`config.mk`:
```
export PLATFORM = sky130hd
export DESIGN_NAME = serial_adder
export DESIGN_NICKNAME = d
export VERILOG_FILES = /design/src/rtl/serial_adder.sv
export SDC_FILE = /design/constraint.sdc
export NUM_CORES = 1
export LEC_CHECK = 0
export ABC_AREA = 1
export CAP_MARGIN = 20
export CORE_ASPECT_RATIO = 0.6
export CORE_MARGIN = 10
export CORE_UTILIZATION = 53
export DETAILED_ROUTE_END_ITERATION = 16
export PLACE_DENSITY = 0.91
export SKIP_CTS_REPAIR_TIMING = 1
export SYNTH_ARGS = -nofsm -noshare
export SYNTH_HDL_FRONTEND = slang
export SYNTH_SLANG_ARGS = --single-unit
```
`constraint.sdc`:
```
create_clock -name clk -period 3.5 [get_ports clk]
set_clock_uncertainty 0.1 [all_clocks]
set_input_delay 0.7 -clock clk [delete_from_list [all_inputs] [get_ports clk]]
set_output_delay 0.7 -clock clk [all_outputs]
set_load 0.05 [all_outputs]
```
`src/rtl/serial_adder.sv`:
```
// rtl/serial_adder.sv - bit-serial LSB-first adder with IDLE/RUN/DONE sequencing
// Signed-overflow output ovf is built only when SERIAL_ADDER_OVF_EN is defined.
module serial_adder #(
    parameter int WIDTH = 8
) (
    input  logic             clk,
    input  logic             rst_n,
    input  logic             start,
    input  logic [WIDTH-1:0] a,
    input  logic [WIDTH-1:0] b,
    input  logic             cin,
    output logic [WIDTH-1:0] s,
    output logic             c,
    output logic             busy,
    output logic             done
`ifdef SERIAL_ADDER_OVF_EN
    ,
    output logic             ovf
`endif
);

    localparam int            CW   = $clog2(WIDTH + 1);
    localparam logic [CW-1:0] LAST = CW'(WIDTH - 1);

    typedef enum logic [1:0] {
        IDLE = 2'd0,
        RUN  = 2'd1,
        DONE = 2'd2
    } state_t;

    state_t           r_state;
    state_t           w_next;
    logic [WIDTH-1:0] r_a;
    logic [WIDTH-1:0] r_b;
    logic [WIDTH-1:0] r_sum;
    logic             r_carry;
    logic [CW-1:0]    r_cnt;
    logic             w_accept;
    logic             w_last;
    logic             w_sum_bit;
    logic             w_carry_next;

    assign w_accept     = start && ((r_state == IDLE) || (r_state == DONE));
    assign w_last       = (r_cnt == LAST);
    assign w_sum_bit    = r_a[0] ^ r_b[0] ^ r_carry;
    assign w_carry_next = (r_a[0] & r_b[0]) | (r_a[0] & r_carry) | (r_b[0] & r_carry);

    always_ff @(posedge clk or negedge rst_n) begin
        if (!rst_n) begin
            r_state <= IDLE;
        end else begin
            r_state <= w_next;
        end
    end

    always_comb begin
        w_next = r_state;
        case (r_state)
            IDLE:    w_next = start ? RUN : IDLE;
            RUN:     w_next = w_last ? DONE : RUN;
            DONE:    w_next = start ? RUN : IDLE;
            default: w_next = IDLE;
        endcase
    end

    always_comb begin
        busy = (r_state == RUN);
        done = (r_state == DONE);
    end

    // Operands shift right so bit 0 is always the current column; sum bits enter at the MSB.
    always_ff @(posedge clk or negedge rst_n) begin
        if (!rst_n) begin
            r_a     <= '0;
            r_b     <= '0;
            r_sum   <= '0;
            r_carry <= 1'b0;
            r_cnt   <= '0;
        end else if (w_accept) begin
            r_a     <= a;
            r_b     <= b;
            r_carry <= cin;
            r_cnt   <= '0;
        end else if (r_state == RUN) begin
            r_a     <= r_a >> 1;
            r_b     <= r_b >> 1;
            r_sum   <= {w_sum_bit, r_sum[WIDTH-1:1]};
            r_carry <= w_carry_next;
            r_cnt   <= r_cnt + CW'(1);
        end
    end

    assign s = r_sum;
    assign c = r_carry;

`ifdef SERIAL_ADDER_OVF_EN
    logic r_ovf;

    // On the MSB column r_carry is the carry in, w_carry_next the carry out.
    always_ff @(posedge clk or negedge rst_n) begin
        if (!rst_n) begin
            r_ovf <= 1'b0;
        end else if ((r_state == RUN) && w_last) begin
            r_ovf <= r_carry ^ w_carry_next;
        end
    end

    assign ovf = r_ovf;
`endif

endmodule

```
==> impl_metrics.py, run 1 <==
metrics = {
    "routing": {
        "top_layer_used": "met4",
        "via_per_inst": 4.82,
        "drt_iter0_drc": 65,
        "ant_nets": 0,
        "vias": 1234,
        "wl_met1_um": 1430,
        "drc": 0,
        "routed_wl_um": 3110,
        "wl_met2_um": 1360,
        "first_pass_iters": 4,
        "met3RoutedLength_um": 234,
        "wl_per_cell_um": 12.1,
    },
    "sta": {
        "finalHoldViolCount": 0,
        "finalMaxSlewViolations": 0,
        "timing.hold.ws_ns": 0.387,
        "layout_setup_ws_ns": 0.831,
        "period_needed_ns": 2.67,
        "tightest_slew_ns": 0.510,
        "finalSetupViolCount": 0,
        "rsz0062_at_grt": "false",
        "max_freq_ghz": 0.375,
        "timing.final.crit_share_pct": 76.3,
        "fin_setup_tns_ns": 0,
        "relSlewSlack_pct": 65.9,
    },
    "place": {
        "hpwlAfterDp_um": 2240,
        "gp_congestion": 0.853,
        "dpl.cell_count": 248,
        "io_buffers": 30,
        "dp_slack_ns": 0.991,
    },
    "global_route": {
        "overflow": 0,
        "grt_pass1_wl_um": 5240,
        "grt_max_degree": 32,
        "antenna_found_initial": 0,
        "grt_usage_pct": 12.9,
        "first_global_vias": 1199,
    },
    "floorplan": {
        "start_util_pct": 56.7,
        "rows": 14,
        "core_area_sq_um": 2560,
        "num_io_pins": 31,
        "die-area_sq_um": 5300,
        "die_x_um": 87.5,
        "die_h_um": 60.5,
    },
    "worst_setup_path": {
        "r2r_end": "r_a[5]",
        "path_max_fanout": 16,
        "worstSetupStartpointType": "flip-flop",
        "reg2reg_depth": 5,
        "crit_path_end_kind": "output pin",
        "reg2reg_slack_ns": 1.56,
        "timing.rr.start": "r_state[0]",
        "required_ns": 2.70,
        "criticalPathCategory": "flip-flop to output pin",
        "worstSetupStartpoint": "r_state[0]",
        "cp.arrival_ns": 1.87,
    },
    "cts": {
        "clkTransAtPathRegs_ns": 0.06,
        "clk-insertion-delay-late_ns": 0.29,
        "cts_sinks": 31,
        "cts_tree": "done",
        "clockBufferDepth": 2,
        "htreeDepth": 2,
        "clockRootBuffer": "clkbuf_8",
        "cts_buffers": 5,
    },
    "hold_path": {
        "hold_path.startpoint": "r_a[4]",
        "whs_path_depth": 2,
        "min_path_type": "flip-flop to flip-flop",
        "worstHoldEndpoint": "r_a[4]",
    },
    "power": {
        "power_density_nw_per_um2": 921,
        "vdd_ir_drop_max_mv": 0.543,
        "netSwitchingPower_w": 0.000774,
        "p_clk_share_pct": 15.8,
        "p_comb_share_pct": 48.2,
        "p_int_w": 0.000933,
        "pwr-share-seq_pct": 36.1,
        "p_sw_share_pct": 45.4,
        "p_leak_nw": 0.997,
    },
    "synth": {
        "ys_types": 15,
        "synthCells": 189,
        "synth.yosys.seq_area_share_pct": 53.5,
        "synth_seq_cells": 31,
        "yosysWarnings": 0,
        "syn-cell-area_sq_um": 1450,
        "syn_nets": 211,
        "avgSynthCellArea_sq_um": 7.67,
    },
    "job": {
        "maxCapViolCount": 0,
    },
    "final_layout": {
        "drive_gt1_share_pct": 5.36,
        "fin_nets": 245,
        "stdcell_count": 256,
        "diodes": 0,
        "synthToLayoutAreaGrowth_pct": 27.9,
        "final_util_pct": 72.5,
    },
    "outcome": {
        "status": "complete, no violations",
    },
}
through the flow:
stage | total power, W | area, sq um
2_1_floorplan | 0.00121 | 1450
3_3_place_gp | 0.00142 | 1770
3_5_place_dp | 0.00145 | 1770
4_1_cts | 0.00172 | 1850
5_1_grt | 0.00184 | 1850
6_report | 0.00171 | 1850
area by class of cell:
cell class / count / area, sq um
tap: 32 / 40.0
timing repair buffer: 33 / 323
sequential: 31 / 776
clock inverter: 1 / 5.00
fill: 213 / 703
inverter: 26 / 97.6
clock buffer: 7 / 76.3
multi-input combinational: 126 / 537
state kept, by name (all words and copies together) (netlist names):
register	flops
r_a	8
r_b	8
s	8
r_cnt	4
r_state	2
c	1
cell usage after synthesis (all sizes together):
cell     n  share of area (%)
o21ai   11                3.8
nand3   13                4.5
nor2     7                1.8
a21oi    1               0.34
or2      1               0.43
inv     26                6.7
nand2   91                 24
fa       1                1.4
dfrtp   31                 53
buf      5                2.5
ha       1               0.86
clkbuf   1               0.26
cells in the final DEF, fill, tap and decap left out, drive strengths merged:
master and count:
o21ai 11, nand2 91, fa 1, buf 3, clkinv 1, dfrtp 31, a21oi 1, ha 1
inv 26, or2 1, nor2 7, clkbuf 7, clkdlybuf4s50 30, nand3 13
worst max-delay path, cell delays in order (launching register included):
cell and delay, ns:
dfrtp_1 0.38, inv_1 0.08, nor2_1 0.09, buf_4 0.20, clkdlybuf4s50_1 0.83
cell families (layout without fill, tap and decap cells):
group	Yosys count	after routing	share of synthesized area, %
and+or+nand+nor	112	112	30.6
adders and majority gates	2	2	2.24
AOI/OAI and AO/OA	12	12	4.14
DFF	31	31	53.5
buffers and inverters	32	67	9.49
layer usage:
metal	vias up	track usage (%)
met2	42	19.2
met5	-	0
li1	630	-
met4	0	8.14
met1	555	15.4
met3	7	5.08
worst max path at each step:
stage / end / cells past startpoint
after global placement: r_b[1] / 6
final: busy / 4
after CTS: busy / 4
after floorplan: done / 1
after detailed placement: r_cnt[2] / 6
after global routing: busy / 4
power by group through the flow:
stage	Sequential, W	Clock [W]	Combinational (W)
3_3_place_gp	0.000615	0	0.000802
4_1_cts	0.000615	0.000276	0.000832
2_1_floorplan	0.000755	0	0.000455
6_report	0.000615	0.000270	0.000822
5_1_grt	0.000633	0.000287	0.000922
3_5_place_dp	0.000616	0	0.000831
Note: power is estimated with default switching activity, not from simulation.
==> inputs of run 2 (changes only) <==
Settings changed: CORE_UTILIZATION 53 to 45, PLACE_DENSITY 0.91 to 0.83.
Clock period 3.5 ns to 2.2 ns, I/O delays scaled along.
==> impl_metrics.py, run 2 (same netlist as run 1, synthesis figures left out) <==
metrics = {
    "job": {
        "maxCapViolCount": 0,
    },
    "worst_setup_path": {
        "slowest_delay_ns": 0.83,
        "criticalPathCategory": "flip-flop to output pin",
        "reg2reg_slack_ns": 0.77,
        "worstSetupStartpoint": "c",
        "r2r_end": "r_cnt[2]",
        "reg2reg_depth": 5,
        "required_ns": 1.66,
        "worstSetupEndpoint": "c",
        "worstSetupStartpointType": "flip-flop",
        "crit_family": "buffers and inverters",
        "crit_path_end_kind": "output pin",
        "path_buf_inv": 1,
        "cpMaxStageDelayCell": "clkdlybuf4s50_1",
        "cp.arrival_ns": 1.51,
        "path_depth": 1,
        "timing.rr.start": "r_state[0]",
        "crit_chain": "clkdlybuf4s50_1",
        "path_max_fanout": 3,
    },
    "sta": {
        "timing.hold.ws_ns": 0.377,
        "max_freq_ghz": 0.488,
        "layout_setup_ws_ns": 0.150,
        "finalHoldViolCount": 0,
        "finalMaxSlewViolations": 0,
        "relSlewSlack_pct": 66.4,
        "finalSetupViolCount": 0,
        "timing.final.crit_share_pct": 93.2,
        "fin_setup_tns_ns": 0,
        "rsz0062_at_grt": "false",
        "tightest_slew_ns": 0.503,
        "period_needed_ns": 2.05,
    },
    "power": {
        "vdd_ir_drop_max_mv": 0.698,
        "power.total_w": 0.00280,
        "power_density_nw_per_um2": 1480,
        "p_leak_nw": 1.02,
    },
    "final_layout": {
        "seq_area_sq_um": 776,
        "layout_commonest_cell": "nand2_1",
        "final_cell_mix": "nand2_1 (89), dfrtp_1 (31), clkdlybuf4s50_1 (28), inv_1 (26), nand3_1 (13)",
        "fin_nets": 248,
        "fillers": 264,
        "multi_input_area_sq_um": 537,
        "drive_gt1_share_pct": 8.37,
        "synthToLayoutAreaGrowth_pct": 31.0,
        "stdcell_count": 269,
        "diodes": 0,
    },
    "global_route": {
        "grt_usage_pct": 11.4,
        "overflow": 0,
        "first_global_vias": 1149,
        "grt_pass1_wl_um": 5410,
        "antenna_found_initial": 0,
        "grt_max_degree": 32,
    },
    "hold_path": {
        "min_path_type": "flip-flop to flip-flop",
    },
    "floorplan": {
        "die_h_um": 64.0,
        "core_area_sq_um": 2980,
        "die-area_sq_um": 5970,
        "start_util_pct": 48.6,
        "num_io_pins": 31,
        "die_x_um": 93.3,
        "rows": 15,
    },
    "routing": {
        "wl_per_cell_um": 12.0,
        "first_pass_iters": 4,
        "drt_iter0_drc": 87,
        "vias": 1222,
        "ant_nets": 0,
        "routed_wl_um": 3230,
        "via_per_inst": 4.54,
        "drc": 0,
    },
    "place": {
        "dpl.cell_count": 261,
        "gp_congestion": 0.796,
        "io_buffers": 30,
        "dp_slack_ns": 0.417,
        "hpwlAfterDp_um": 2350,
    },
    "cts": {
        "clockRootBuffer": "clkbuf_8",
        "cts_sinks": 31,
        "cts_tree": "done",
        "clk-insertion-delay-late_ns": 0.28,
        "clkTransAtPathRegs_ns": 0.06,
        "htreeDepth": 2,
        "clockBufferDepth": 2,
        "cts_buffers": 5,
    },
    "outcome": {
        "status": "complete, no violations",
    },
}
==> run 2: through the flow <==
stage	instance area [sq um]	util, %
6_report	1900	63.6
5_1_grt	1900	63.6
4_1_cts	1900	63.6
3_5_place_dp	1820	60.8
3_3_place_gp	1820	60.8
2_1_floorplan	1450	-
==> run 2: worst min path at each step <==
stage                         to  depth (start not counted)    from  slack (ns)
after floorplan                c                          0   rst_n        0.04
after global placement    r_b[7]                          2  r_b[7]        0.36
after detailed placement  r_b[7]                          2  r_b[7]        0.36
after CTS                 r_b[7]                          2  r_b[7]        0.38
after global routing      r_b[7]                          2  r_b[7]        0.40
final                     r_b[7]                          2  r_b[7]        0.38
==> run 2: layout make-up <==
type / count / area share (%)
multi-input cells: 126 / 28.3
clock inverters: 3 / 0.791
well taps: 42 / 2.77
repair buffers: 36 / 18.6
inverters: 26 / 5.14
clock buffers: 5 / 3.62
flip-flops and latches: 31 / 40.8
==> run 2: metal layers <==
metal	global-route usage [%]	part of all wire (%)	up-vias
met2	15.8	41	29
met5	0	0	-
met3	4.90	6.1	8
met4	5.17	1.7	0
met1	14.8	51	549
li1	-	-	636
==> run 2: power by group <==
part / switching [W] / leakage [nW] / internal (W)
Clock: 0.000214 / 0.0477 / 0.000216
Sequential: 0.000158 / 0.392 / 0.000821
Combinational: 0.000897 / 0.585 / 0.000496
Total: 0.00127 / 1.02 / 0.00153
==> variant 1 (config.mk and constraints of run 1) <==
Encoding of `state_t`: now one-hot (3 bits for 3 states).
--- a/src/rtl/serial_adder.sv
+++ b/src/rtl/serial_adder.sv
@@ -23,8 +23,8 @@
     localparam logic [CW-1:0] LAST = CW'(WIDTH - 1);
 
-    typedef enum logic [1:0] {
-        IDLE = 2'd0,
-        RUN  = 2'd1,
-        DONE = 2'd2
+    typedef enum logic [2:0] {
+        IDLE = 3'b001,
+        RUN  = 3'b010,
+        DONE = 3'b100
     } state_t;
 
Formal check against the unedited RTL: same outputs for any inputs over 10 cycles, from zero or initial values and one cycle with rst_n low; not proved beyond that.
==> variant 1 against run 1 <==
Die area is 4.6% higher; fmax is 1.8% higher; sequential cell count is 1 higher; via count is 5.2% higher; setup slack better by 0.048 ns; sequential share of layout area is 0.56 points lower; synthesized cell count is 7.9% lower; global-route usage is 0.24 points higher; design area is 4.8% higher; highest routed layer unchanged; routed wire length is 7.6% higher; total power is 0.72% lower; area after synthesis is 6.5% higher.
==> variant 1: results (changes against run 1) <==
STATUS
--------------------------------------------------------------------------
Run status                                                    finished clean

WORST SETUP PATH
--------------------------------------------------------------------------
Biggest fanout along the worst timing path                               3   -13
Stage delay of the slowest cell on the critical path               0.81 ns   -0.02 ns
Arr. time, crit path                                               1.82 ns   -0.05 ns
Reg2reg setup slack                                                1.89 ns   +0.33 ns
Capturing point of the worst reg2reg path                           r_a[7]
Start point of the critical path                                r_state[2]
FF-to-FF Start                                                  r_state[0]

POWER AND IR DROP
--------------------------------------------------------------------------
Static power due to leakage                                    0.000911 uW   -8.6%
Power Combinational                                                 706 uW   -14%
Highest ir drop seen on vdd                                         380 uV   -30%
Relative contribution of sequential cells to total power             37.8%   +1.7 points
Net switching power figure                                          707 uW   -8.7%

LOGIC SYNTHESIS
--------------------------------------------------------------------------
Adder and majority cell fraction of the synthesized area             2.11%   -0.14 points
Leading cell types by count after synthesis                   nand3_1 (48), nand2_1 (41), dfrtp_1 (31), inv_1 (11), nor2_1 (7)
Proportion of synthesized chip area in sequential cells              51.9%   -1.5 points
Complex-gate fraction of the synthesized area                        4.54%   +0.40 points
Count of unique library cells instantiated by Yosys                     24   +9
Syn nets                                                               196   -7.1%
Xor/xnor share of the synthesized area                              0.567%   +0.57 points
Synth area leaders                                            dfrtp_1 (50%), nand3_1 (16%), nand2_1 (10%), inv_1 (2.7%), o21ai_2 (2.3%)

GRT
--------------------------------------------------------------------------
Pin count of the biggest net entering global routing                    33   +3.1%
Via count of the first global-routing pass                           1,184   -1.3%
Overall Global Routing Usage                                         13.1%   +0.24 points

FINAL LAYOUT
--------------------------------------------------------------------------
Synthesis-to-finish area growth                                      25.9%
Fraction of layout instances using a drive strength above 1          11.7%   +6.4 points
Filler Cell Count                                                      217   +1.9%
Final net count                                                        226   -7.8%

ROUTING
--------------------------------------------------------------------------
DRC marker count from the first detailed-route iteration               100   +54%
Final wirelength                                                   3350 um   +7.6%
DR vias/cell                                                          5.26   +9.0%

PLACED DESIGN
--------------------------------------------------------------------------
Dpl ws                                                             1.19 ns   +0.204 ns
Placed cell areas                                               1840 sq um   +3.5%

MIN PATH
--------------------------------------------------------------------------
Endpoint with the worst hold slack                                  r_b[6]
Origin of the worst min-delay path                                  r_b[7]

STA
--------------------------------------------------------------------------
Slew at the pin with the worst max-slew slack                     0.587 ns   +0.0767 ns

variant 1: cell count changes after synthesis, sizes merged, moves of 2 or more:
cell	change
o21ai	-2
buf	+3
nand2	-47
nand3	+36
inv	-12
nor2	+3
variant 1: cell families (layout without fill, tap and decap cells):
group                    count (synthesis)  count (layout)
AND/OR/NAND/NOR                        105             105
flip-flops                              32              32
buffers and inverters                   23              54
AO/OA/AOI/OAI                           11              11
adder cells (fa/ha/maj)                  2               2
XOR/XNOR                                 1               1
variant 1: per-stage QoR:
step / std cells / total power (uW) / hold slack [ns]
2_1_floorplan: 174 / 1170 / 0.304
3_3_place_gp: 239 / 1320 / 0.372
3_5_place_dp: 239 / 1360 / 0.380
4_1_cts: 247 / 1710 / 0.395
5_1_grt: 247 / 1800 / 0.427
6_report: 247 / 1690 / 0.394
variant 1: layer usage:
layer  routed length [um]  up-vias  track usage (%)  share of wire, %
met3                  361       15             5.34                11
met4                  103        0             7.88               3.1
met2                 1500       61             20.1                45
li1                     -      630                -                 -
met1                 1380      592             15.3                41
met5                    0        -                0                 0
variant 1: layout make-up:
cell class                 instances  area share [%]
sequential                        32            41.3
multi-input combinational        119            31.6
timing repair buffer              32            16.2
clock buffer                       6            3.73
inverter                          14            2.70
tap                               42            2.70
clock inverter                     2            1.80
variant 1: worst max path at each step:
stage	depth (start not counted)	endpoint	slack, ns
after floorplan	1	done	1.16
after global placement	4	busy	1.22
after detailed placement	4	busy	1.19
after CTS	4	busy	0.87
after global routing	4	busy	0.82
final	4	busy	0.88
variant 1: worst min-delay path, stage by stage, from the launching register on:
cell and delay [ns]:
dfrtp_1 0.34, nand2_1 0.05, nand3_1 0.07
==> variant 2 (config.mk and constraints of run 1) <==
Made on the original files. Set the parameter `WIDTH` to 16 (it was 8).
--- a/src/rtl/serial_adder.sv
+++ b/src/rtl/serial_adder.sv
@@ -2,5 +2,5 @@
 // Signed-overflow output ovf is built only when SERIAL_ADDER_OVF_EN is defined.
 module serial_adder #(
-    parameter int WIDTH = 8
+    parameter int WIDTH = 16
 ) (
     input  logic             clk,
Interface: changed (resized a, b and s); port bits go from 31 to 55. No check against the original RTL was run, so the function may have changed too.
==> variant 2 against run 1 <==
Largest cell class unchanged; hold slack worse by 0.051 ns; final cell count up 76%; routed wire length up 89%; design area rose by 77%; setup slack better by 0.11 ns; sequential cell count grew 25; area after synthesis grew 81%; total power increased by 69%.
==> variant 2: results (changes against run 1) <==
POWER AND IR DROP
-----------------------------------------------------------------------------------------------
Highest ir drop seen on vdd                                                              562 uV   +3.4%
Proportion of total power due to net switching                                            44.1%   -1.3 points
Static power due to leakage                                                          0.00170 uW   +71%

GRT
-----------------------------------------------------------------------------------------------
First-pass GRT wire length                                                            10,300 um   +96%
Met1 track demand over resource in global routing                                         19.7%   +4.2 points
Global-route track usage on met3                                                          4.02%   -1.1 points
Via count of the first global-routing pass                                                2,143   +79%
Pin count of the biggest net entering global routing                                         35   +9.4%
Met2 GRT Util                                                                             23.5%   +4.3 points

FINAL LAYOUT
-----------------------------------------------------------------------------------------------
Multi-Input Combinational                                                                   216   +71%
Final net count                                                                             425   +73%
Final-layout non-clock buffer area share                                                  17.5%   +0.099 points
Number of logic inverters in the finished layout                                             48   +85%
Register cell area after layout                                                      1400 sq um   +81%
Filler Cell Count                                                                           373   +75%
Repair and plain buffers                                                                     59   +79%
Multi-input gate area in the final layout                                             928 sq um   +73%
Fraction of layout instances using a drive strength above 1                               5.17%   -0.19 points

ROUTING
-----------------------------------------------------------------------------------------------
Via total after detailed routing                                                          2,193   +78%
DRC marker count from the first detailed-route iteration                                    158   +140%
Final wirelength                                                                        5880 um   +89%
Detailed-routed wire length on met2                                                     2650 um   +95%
Initial DRT Pass Iterations                                                                   5   +1

WORST SETUP PATH
-----------------------------------------------------------------------------------------------
Stage delay of the slowest cell on the critical path                                    0.84 ns
Reg2reg setup slack                                                                     1.36 ns   -0.20 ns
Capturing point of the worst reg2reg path                                                     c

CLOCKING
-----------------------------------------------------------------------------------------------
Clock input transition at the sequential cells of the worst setup and hold paths        0.10 ns   +0.04 ns
Source-to-sink clock delay at the later pin of the worst-skew pair                      0.31 ns   +0.02 ns

PLACED DESIGN
-----------------------------------------------------------------------------------------------
Routability cong.                                                                         0.783   -8.1%
HPWL after detailed placement                                                           4210 um   +88%
Port buffer count                                                                            54   +80%

LOGIC SYNTHESIS
-----------------------------------------------------------------------------------------------
Netlist Area Pre-Place                                                               2620 sq um   +81%
Count of unique library cells instantiated by Yosys                                          19   +4
Adder and majority cell fraction of the synthesized area                                  1.72%   -0.53 points
Synth area leaders                                                                 dfrtp_1 (53%), nand2_1 (20%), inv_1 (6.6%), nand3_1 (3.4%), o21ai_1 (3.4%)
Complex-gate fraction of the synthesized area                                             7.30%   +3.2 points
Async set-or-reset flop fraction in the synthesized netlist                                100%   unchanged
Proportion of synthesized chip area in sequential cells                                   53.4%   -0.059 points
Post-synthesis sequential element count                                                      56   +81%
Leading cell types by count after synthesis                                        nand2_1 (143), dfrtp_1 (56), inv_1 (46), nand3_1 (18), o21ai_1 (18)

STA
-----------------------------------------------------------------------------------------------
Max transition margin                                                                     52.1%   -14 points

STATUS
-----------------------------------------------------------------------------------------------
Run status                                                                         finished clean

MIN PATH
-----------------------------------------------------------------------------------------------
Worst min-delay path category                                                      primary input to async pin

[variant 2: worst min path at each step]
stage               to  slack [ns]  cells past startpoint
4_1_cts         r_b[0]        0.35                      1
5_1_grt        r_b[13]        0.39                      1
3_5_place_dp   r_a[10]        0.37                      2
3_3_place_gp    r_a[4]        0.36                      2
6_report        r_b[8]        0.34                      1
2_1_floorplan        c        0.30                      0
[variant 2: power groups by stage]
stage / clock [uW] / sequential, uW / combinational [uW]
finish: 422 / 1080 / 1380
detailed placement: 0 / 1090 / 1380
global placement: 0 / 1080 / 1320
CTS: 436 / 1080 / 1390
floorplan: 0 / 1340 / 762
global route: 465 / 1110 / 1530
[variant 2: through the flow]
stage	setup WS (ns)	area (sq um)	std cells
2_1_floorplan	1.63	2620	336
3_3_place_gp	1.24	3160	442
3_5_place_dp	1.16	3160	442
4_1_cts	0.924	3270	450
5_1_grt	0.861	3270	450
6_report	0.937	3270	450
